--- config.mk ---
export PLATFORM = sky130hd
export DESIGN_NAME = mac_accum
export DESIGN_NICKNAME = d
export VERILOG_FILES = /design/src/rtl/mac_accum.sv
export SDC_FILE = /design/constraint.sdc
export NUM_CORES = 1
export LEC_CHECK = 0
export ABC_AREA = 1
export BUFFER_PORTS_ARGS = -buffer_cell sky130_fd_sc_hd__buf_2
export CAP_MARGIN = 20
export CORE_ASPECT_RATIO = 1.2
export CORE_MARGIN = 8
export CORE_UTILIZATION = 50
export CTS_CLUSTER_SIZE = 20
export DETAILED_ROUTE_END_ITERATION = 16
export PLACE_DENSITY = 0.71
export SYNTH_ARGS = -nofsm -noshare
export SYNTH_HDL_FRONTEND = slang
export SYNTH_SLANG_ARGS = --single-unit
--- constraint.sdc ---
create_clock -name i_clk -period 15.05 [get_ports i_clk]
set_input_delay 0.7525 -clock i_clk [delete_from_list [all_inputs] [get_ports i_clk]]
set_output_delay 0.7525 -clock i_clk [all_outputs]
set_load 0.1 [all_outputs]
--- src/rtl/mac_accum.sv ---
// rtl/mac_accum.sv - streaming multiply-accumulate unit with grouped results (optional saturation: MAC_SAT_EN)
module mac_accum #(
    parameter int A     = 8,
    parameter int B     = 8,
    parameter int N_MAX = 16,
    parameter int ACC_W = 20,
    parameter int CNT_W = 5
) (
    input  logic             i_clk,
    input  logic             i_reset,
    input  logic             i_valid,
    output logic             o_ready,
    input  logic [A-1:0]     i_a,
    input  logic [B-1:0]     i_b,
    input  logic             i_last,
    input  logic             i_signed,
    output logic             o_valid,
    input  logic             i_ready,
    output logic [ACC_W-1:0] o_acc,
    output logic [CNT_W-1:0] o_count,
    output logic             o_ovf
);

    typedef enum logic [1:0] {
        S_IDLE = 2'd0,
        S_ACC  = 2'd1,
        S_HOLD = 2'd2
    } state_t;

    state_t           state;
    logic             ready_q;
    logic             valid_q;
    logic             sgn_q;
    logic             ovf_q;
    logic             p1_vld;
    logic             p1_last;
    logic             p2_last;
    logic [ACC_W-1:0] p1_prod;
    logic [ACC_W-1:0] acc_q;
    logic [CNT_W-1:0] cnt_q;

    logic             accept;
    logic             closing;
    logic             sgn_eff;
    logic [ACC_W-1:0] a_w;
    logic [ACC_W-1:0] b_w;
    logic [ACC_W-1:0] prod_w;
    logic [ACC_W:0]   sum;
    logic             add_ovf;
    logic [ACC_W-1:0] acc_n;

    // Beat acceptance, group close detection and sign-mode selection for the incoming beat
    always_comb begin
        accept  = i_valid && ready_q;
        closing = i_last || (cnt_q == CNT_W'(N_MAX - 1));
        // The first beat of a group uses the live i_signed; later beats use the latched mode.
        sgn_eff = (state == S_IDLE) ? i_signed : sgn_q;
    end

    // Product stage: operands extended to ACC_W so the truncated product is already sign/zero extended
    always_comb begin
        a_w    = {{(ACC_W - A){sgn_eff & i_a[A-1]}}, i_a};
        b_w    = {{(ACC_W - B){sgn_eff & i_b[B-1]}}, i_b};
        prod_w = a_w * b_w;
    end

    // Accumulate stage: add, detect overflow in the group's mode, optionally clamp
    always_comb begin
        sum = {1'b0, acc_q} + {1'b0, p1_prod};
        if (sgn_q) begin
            add_ovf = (acc_q[ACC_W-1] == p1_prod[ACC_W-1]) && (sum[ACC_W-1] != acc_q[ACC_W-1]);
        end else begin
            add_ovf = sum[ACC_W];
        end
`ifdef MAC_SAT_EN
        // Once the group has overflowed the accumulator is frozen at its clamp value.
        if (ovf_q) begin
            acc_n = acc_q;
        end else if (add_ovf) begin
            if (!sgn_q) begin
                acc_n = {ACC_W{1'b1}};
            end else if (acc_q[ACC_W-1]) begin
                acc_n = {1'b1, {(ACC_W - 1){1'b0}}};
            end else begin
                acc_n = {1'b0, {(ACC_W - 1){1'b1}}};
            end
        end else begin
            acc_n = sum[ACC_W-1:0];
        end
`else
        acc_n = sum[ACC_W-1:0];
`endif
    end

    // Control FSM, two-stage datapath pipeline and registered handshake outputs
    always_ff @(posedge i_clk or posedge i_reset) begin
        if (i_reset) begin
            state   <= S_IDLE;
            ready_q <= 1'b0;
            valid_q <= 1'b0;
            sgn_q   <= 1'b0;
            ovf_q   <= 1'b0;
            p1_vld  <= 1'b0;
            p1_last <= 1'b0;
            p2_last <= 1'b0;
            p1_prod <= '0;
            acc_q   <= '0;
            cnt_q   <= '0;
        end else begin
            p1_vld  <= accept;
            p2_last <= p1_vld && p1_last;

            if (accept) begin
                p1_prod <= prod_w;
                p1_last <= closing;
                cnt_q   <= cnt_q + 1'b1;
                if (state == S_IDLE) begin
                    sgn_q <= i_signed;
                end
            end

            if (p1_vld) begin
                acc_q <= acc_n;
                ovf_q <= ovf_q | add_ovf;
            end

            // Ready drops right after the closing beat and returns only in IDLE
            // or on the result handshake.
            if (accept && closing) begin
                ready_q <= 1'b0;
            end else if (state == S_IDLE) begin
                ready_q <= 1'b1;
            end else if (state == S_HOLD && i_ready) begin
                ready_q <= 1'b1;
            end

            case (state)
                S_IDLE: begin
                    if (accept) begin
                        state <= S_ACC;
                    end
                end
                S_ACC: begin
                    if (p2_last) begin
                        state   <= S_HOLD;
                        valid_q <= 1'b1;
                    end
                end
                S_HOLD: begin
                    if (i_ready) begin
                        state   <= S_IDLE;
                        valid_q <= 1'b0;
                        acc_q   <= '0;
                        cnt_q   <= '0;
                        ovf_q   <= 1'b0;
                    end
                end
                default: begin
                    state <= S_IDLE;
                end
            endcase
        end
    end

    assign o_ready = ready_q;
    assign o_valid = valid_q;
    assign o_acc   = acc_q;
    assign o_count = cnt_q;
    assign o_ovf   = ovf_q;

endmodule
After elaboration in Yosys (flattened, before gate mapping)
Cells that the tools add are included.

Word-level logic and storage cells: 57. Register bits after elaboration: 54. Output and inout bits: 28.

Reductions and logical operators: 11. Mux-type cells: 21. $mul: 1. Eq/ne operators: 8. Bitwise gates (word level): 3. $add $sub $neg: 2.

Operator list (count): $mux W20 (3); $add A20 B20 Y21 (1); $mul A9 B9 Y18 (1); $mux W5 (3); $mux W1 (10); $mux W2 (3); $ne A2 B2 Y1 const B (3); $pmux W2 S3 (1); $reduce_and A3 Y1 (2); $add A5 B1 Y5 const B (1); $eq A5 B4 Y1 const B (1); $logic_and A1 B1 Y1 (5); $reduce_bool A3 Y1 (1); $and A1 B1 Y1 (2); $eq A2 B1 Y1 const B (1); $eq A2 B2 Y1 const B (1); $logic_not A2 Y1 (1); $pmux W1 S2 (1); $reduce_bool A2 Y1 (1); $eq A1 B1 Y1 (1); $logic_or A1 B1 Y1 (1); $ne A1 B1 Y1 (1); $or A1 B1 Y1 (1).

Logic depth before layout (Yosys ltp)
Depth in word-level cells: 8. Gate-level depth with buffers: 26.

Worst setup path after synthesis
Ideal clock, no wire load.

Kind: in2reg. From: input i_a[7]. To: register p1_prod[13]. Setup slack: 9738 ps. Buffers on the path: 1. Stages: 19. Setup time: 82 ps. Required time: 14968 ps. Arrival time: 5230 ps. Cells stage by stage: clkbuf_1 -> nand2_1 -> nor2_1 -> inv_1 -> fa_1 -> inv_1 -> fa_1 -> fa_1 -> fa_1 -> inv_1 -> fa_1 -> inv_1 -> ha_1 -> a21oi_2 -> o21ai_1 -> a21oi_1 -> o21ai_1 -> or2_1 -> a31oi_1.

Word-level cells in the longest chain between the ends: 2.

Ends and longest elaborated chain: from (decl) (line 13) `input logic [A-1:0] i_a,`; $and A1 B1 Y1 (line 62) `a_w = {{(ACC_W - A){sgn_eff & i_a[A-1]}}, i_a};`; $mul A9 B9 Y18 (*) (line 64) `prod_w = a_w * b_w;`; to (signal assigned) (line 114) `p1_prod <= prod_w;`; to (decl) (line 38) `logic [ACC_W-1:0] p1_prod;`.

Mark *: on every way between the ends. The rest lies on a longest branch, timed or not. A chain may end at the register's enable or synchronous reset.

Final worst setup path
From: register state[0]. To: register p1_prod[14].

Word-level cells in the longest chain between the ends: 4. Elaborated cells on any way between the ends: 5. Those cells by class: 1 x mul; 1 x mux; 2 x bitwise; 1 x reduce/logical.

Ends and longest elaborated chain: from (decl) (line 30) `state_t state;`; from (signal assigned) (line 98) `state <= S_IDLE;`; from (signal assigned) (line 140) `state <= S_ACC;`; from (signal assigned) (line 145) `state <= S_HOLD;`; $logic_not A2 Y1 (*) (line 57) `sgn_eff = (state == S_IDLE) ? i_signed : sgn_q;`; $mux W1 (*); $and A1 B1 Y1 (on tied branches) (line 62, 63); $mul A9 B9 Y18 (*) (line 64).

Marks and branches as above.

==> impl_results.md <==
- Cell count after synthesis: roughly 880
- Post-synth EDFFs: 0
- Register area: 0.00130 sq mm
- Worst-Margin Slew: slightly above 0.8 ns
- WL final: around 14,000 microns
- DP HPWL: around 12,000 microns
- Row count: 46
- Die width: approximately 120 microns
- Share of post-route cells with drive strength above 1: about a tenth
- H-tree levels: 2
- Post-synth top flop: dfrtp_1
- Nets: 1,070
- Die area: about 0.017 sq mm
- Most frequent cell after synthesis: nand2_1
- Clock Pin Slew Worst Setup and Hold Paths: 0.07 ns
- CP arrival: 5.75 ns
- # fillers: between 1,000 and 1,500
- Multi-input logic area: about 0.0043 sq mm
- Flops & latches, synth: 52
- CTS Buf Count: 5
- DR vias: 5,441
- Final clock skew: around 0.0064 ns
- Area growth, synth to finish: 8.23%
- # IOs: 50
- Final setup fails: 0
- WP data required: between 15 and 20 ns
- Hold Violations, Final: 0
- Global-route wire length before repair: ~24,000 microns
- HP Class: flip-flop to flip-flop
- Post-synth ARST share: between 90% and 100%
- Chip height: about 140 microns
- Largest net degree at the start of global routing: 53
- Leading area contributor after synthesis: fa_1
- Crit start category: flip-flop
- Fin cells: ~1,100
- Final global-route overflow total: 0
- Root Driver: clkbuf_16
- Core area: 0.0130 sq mm
- TritonCTS clock tree: built
- FMAX: approximately 0.18 GHz
- Setup Buffers After CTS: 0
- Fin crit period: 5.60 ns
- Initial Utilization: around half
- Critical Path Fanout Max: 9
- WS Path Type: flip-flop to flip-flop
- Clk sinks: between 50 and 60
- First-pass DRT Iterations: 4
- Syn_area_per_cell: around 7.4 sq um
- Total GRT Usage: 17.0%
- Yosys top cell area share: a little over a fifth
- Placed insts: about 1,100
- Final TNS setup: 0 ns
- Port bufs: 49
- Worst setup EP type: flip-flop
- RSZ-0062 raised after global routing: false
- Drt initial violations: 270
- Fin. max-slew vios: 0
- Post-synthesis sequential area ratio: 19.8%
- DR WL/cell: between 10 and 15 microns
- Initial antenna violation count: 0
- Period utilization: 37.2%
- Max capacitance violation total: 0
- Number of gates resized after cts: 0
- CTS Buffer Depth: 2
- ANT cells: 0
- Vias in the first global route: approximately 5,500
- Cell area after synthesis: between 0.006 and 0.007 sq mm
- Remaining DRCs: 0
- Clock latency on the worst-skew pair: 0.30 ns
- Run status: complete, no violations
- Hold-fix buffers, CTS: 0
- Hold WS: about 0.47 ns
- Slew HR: around 45%
- Vias/cell: approximately 5
- Placer congestion estimate: 0.932
- Ranking of synthesized cells by area: fa_1 (22%), dfrtp_1 (20%), nand2_1 (12%)
- Ys Warns: 0
- Most frequent cells after synthesis: nand2_1 (206), inv_1 (205), fa_1 (71), ha_1 (60), nor2_1 (55)
- Syn nets: a little over 1,000
- Netlist cell types: 40
- Antenna-violating nets left: 0
## per-layer routing
layer / up-vias / wire, microns / global-route usage [%]
met5: - / 0 / 0
li1: 2761 / - / -
met4: 0 / 210 / 3.89
met1: 2577 / 6110 / 20.7
met3: 16 / 465 / 1.59
met2: 87 / 7260 / 31.4
## cell type report
cell class | count | area share (%)
clock inverters | 3 | 0.299
flip-flops and latches | 52 | 18.3
well taps | 168 | 2.96
multi-input cells | 588 | 61.2
clock buffers | 5 | 1.76
inverters | 219 | 11.6
repair buffers | 51 | 3.94
## cell usage in the layout (no fill, tap or decap), drive strengths merged, types with 2 or more instances in the layout
| cell type | count |
|---|---|
| a21o | 2 |
| a21oi | 34 |
| a31oi | 14 |
| buf | 51 |
| clkbuf | 5 |
| clkinv | 2 |
| dfrtp | 52 |
| fa | 71 |
| ha | 60 |
| inv | 219 |
| nand2 | 210 |
| nand3 | 44 |
| nand4 | 10 |
| nor2 | 58 |
| nor3 | 11 |
| o211ai | 7 |
| o21a | 2 |
| o21ai | 32 |
| o21bai | 7 |
| or2 | 9 |
| xnor2 | 5 |
| xor2 | 6 |
## worst paths after layout
| path | to | start | cells past startpoint | slack (ns) |
|---|---|---|---|---|
| max | p1_prod[14]$_DFFE_PP0P_ | state[0]$_DFFE_PP0P_ | 23 | 9.45 |
| min | state[0]$_DFFE_PP0P_ | p2_last$_DFF_PP0_ | 1 | 0.47 |
| max reg2reg | p1_prod[14]$_DFFE_PP0P_ | state[0]$_DFFE_PP0P_ | 23 | 9.45 |
| min reg2reg | state[0]$_DFFE_PP0P_ | p2_last$_DFF_PP0_ | 1 | 0.47 |
| max in group asynchronous | p1_prod[15]$_DFFE_PP0P_ | i_reset | 3 | 14.00 |
| min in group asynchronous | o_acc[2]$_DFF_PP0_ | i_reset | 3 | 0.62 |
## through the flow
stage	worst slack [ns]	utilization, %	cell area [sq um]
after floorplan	9.74	-	6570
after global placement	9.41	53.3	6930
after detailed placement	9.33	53.3	6930
after CTS	9.45	54.4	7080
after global routing	9.03	54.6	7110
final	9.45	54.6	7110
## state kept, by name, summed over array words and instances (netlist names)
name	count
o_ready	1
state	2
p2_last	1
p1_vld	1
p1_prod	18
o_valid	1
o_ovf	1
p1_last	1
o_count	5
sgn_q	1
o_acc	20
## worst max-delay path, stage by stage (launching register included)
cell and delay [ns]:
dfrtp_1 0.41, nor2_1 0.21, inv_2 0.10, a21oi_2 0.28
inv_2 0.14, nor2_2 0.15, inv_2 0.11, or2_1 0.23
fa_1 0.45, fa_1 0.49, inv_1 0.05, fa_1 0.46
fa_1 0.55, inv_1 0.05, fa_1 0.52, inv_1 0.04
ha_1 0.35, inv_1 0.08, nor3_1 0.27, nand2_1 0.13
nand2_1 0.11, a31oi_1 0.09, xor2_1 0.13, o21ai_1 0.07
## logic make-up after synthesis
| logic type | Yosys count | share of synthesized area, % |
|---|---|---|
| flip-flops | 52 | 19.8 |
| AO/OA/AOI/OAI | 102 | 9.70 |
| AND/OR/NAND/NOR | 344 | 21.9 |
| adder cells (fa/ha/maj) | 131 | 33.1 |
| buffers and inverters | 244 | 14.0 |
| XOR/XNOR | 11 | 1.47 |
Power is left out: the tool's default activity adds up to more than one toggle a clock period on the data nets, which glitch-free logic cannot reach.
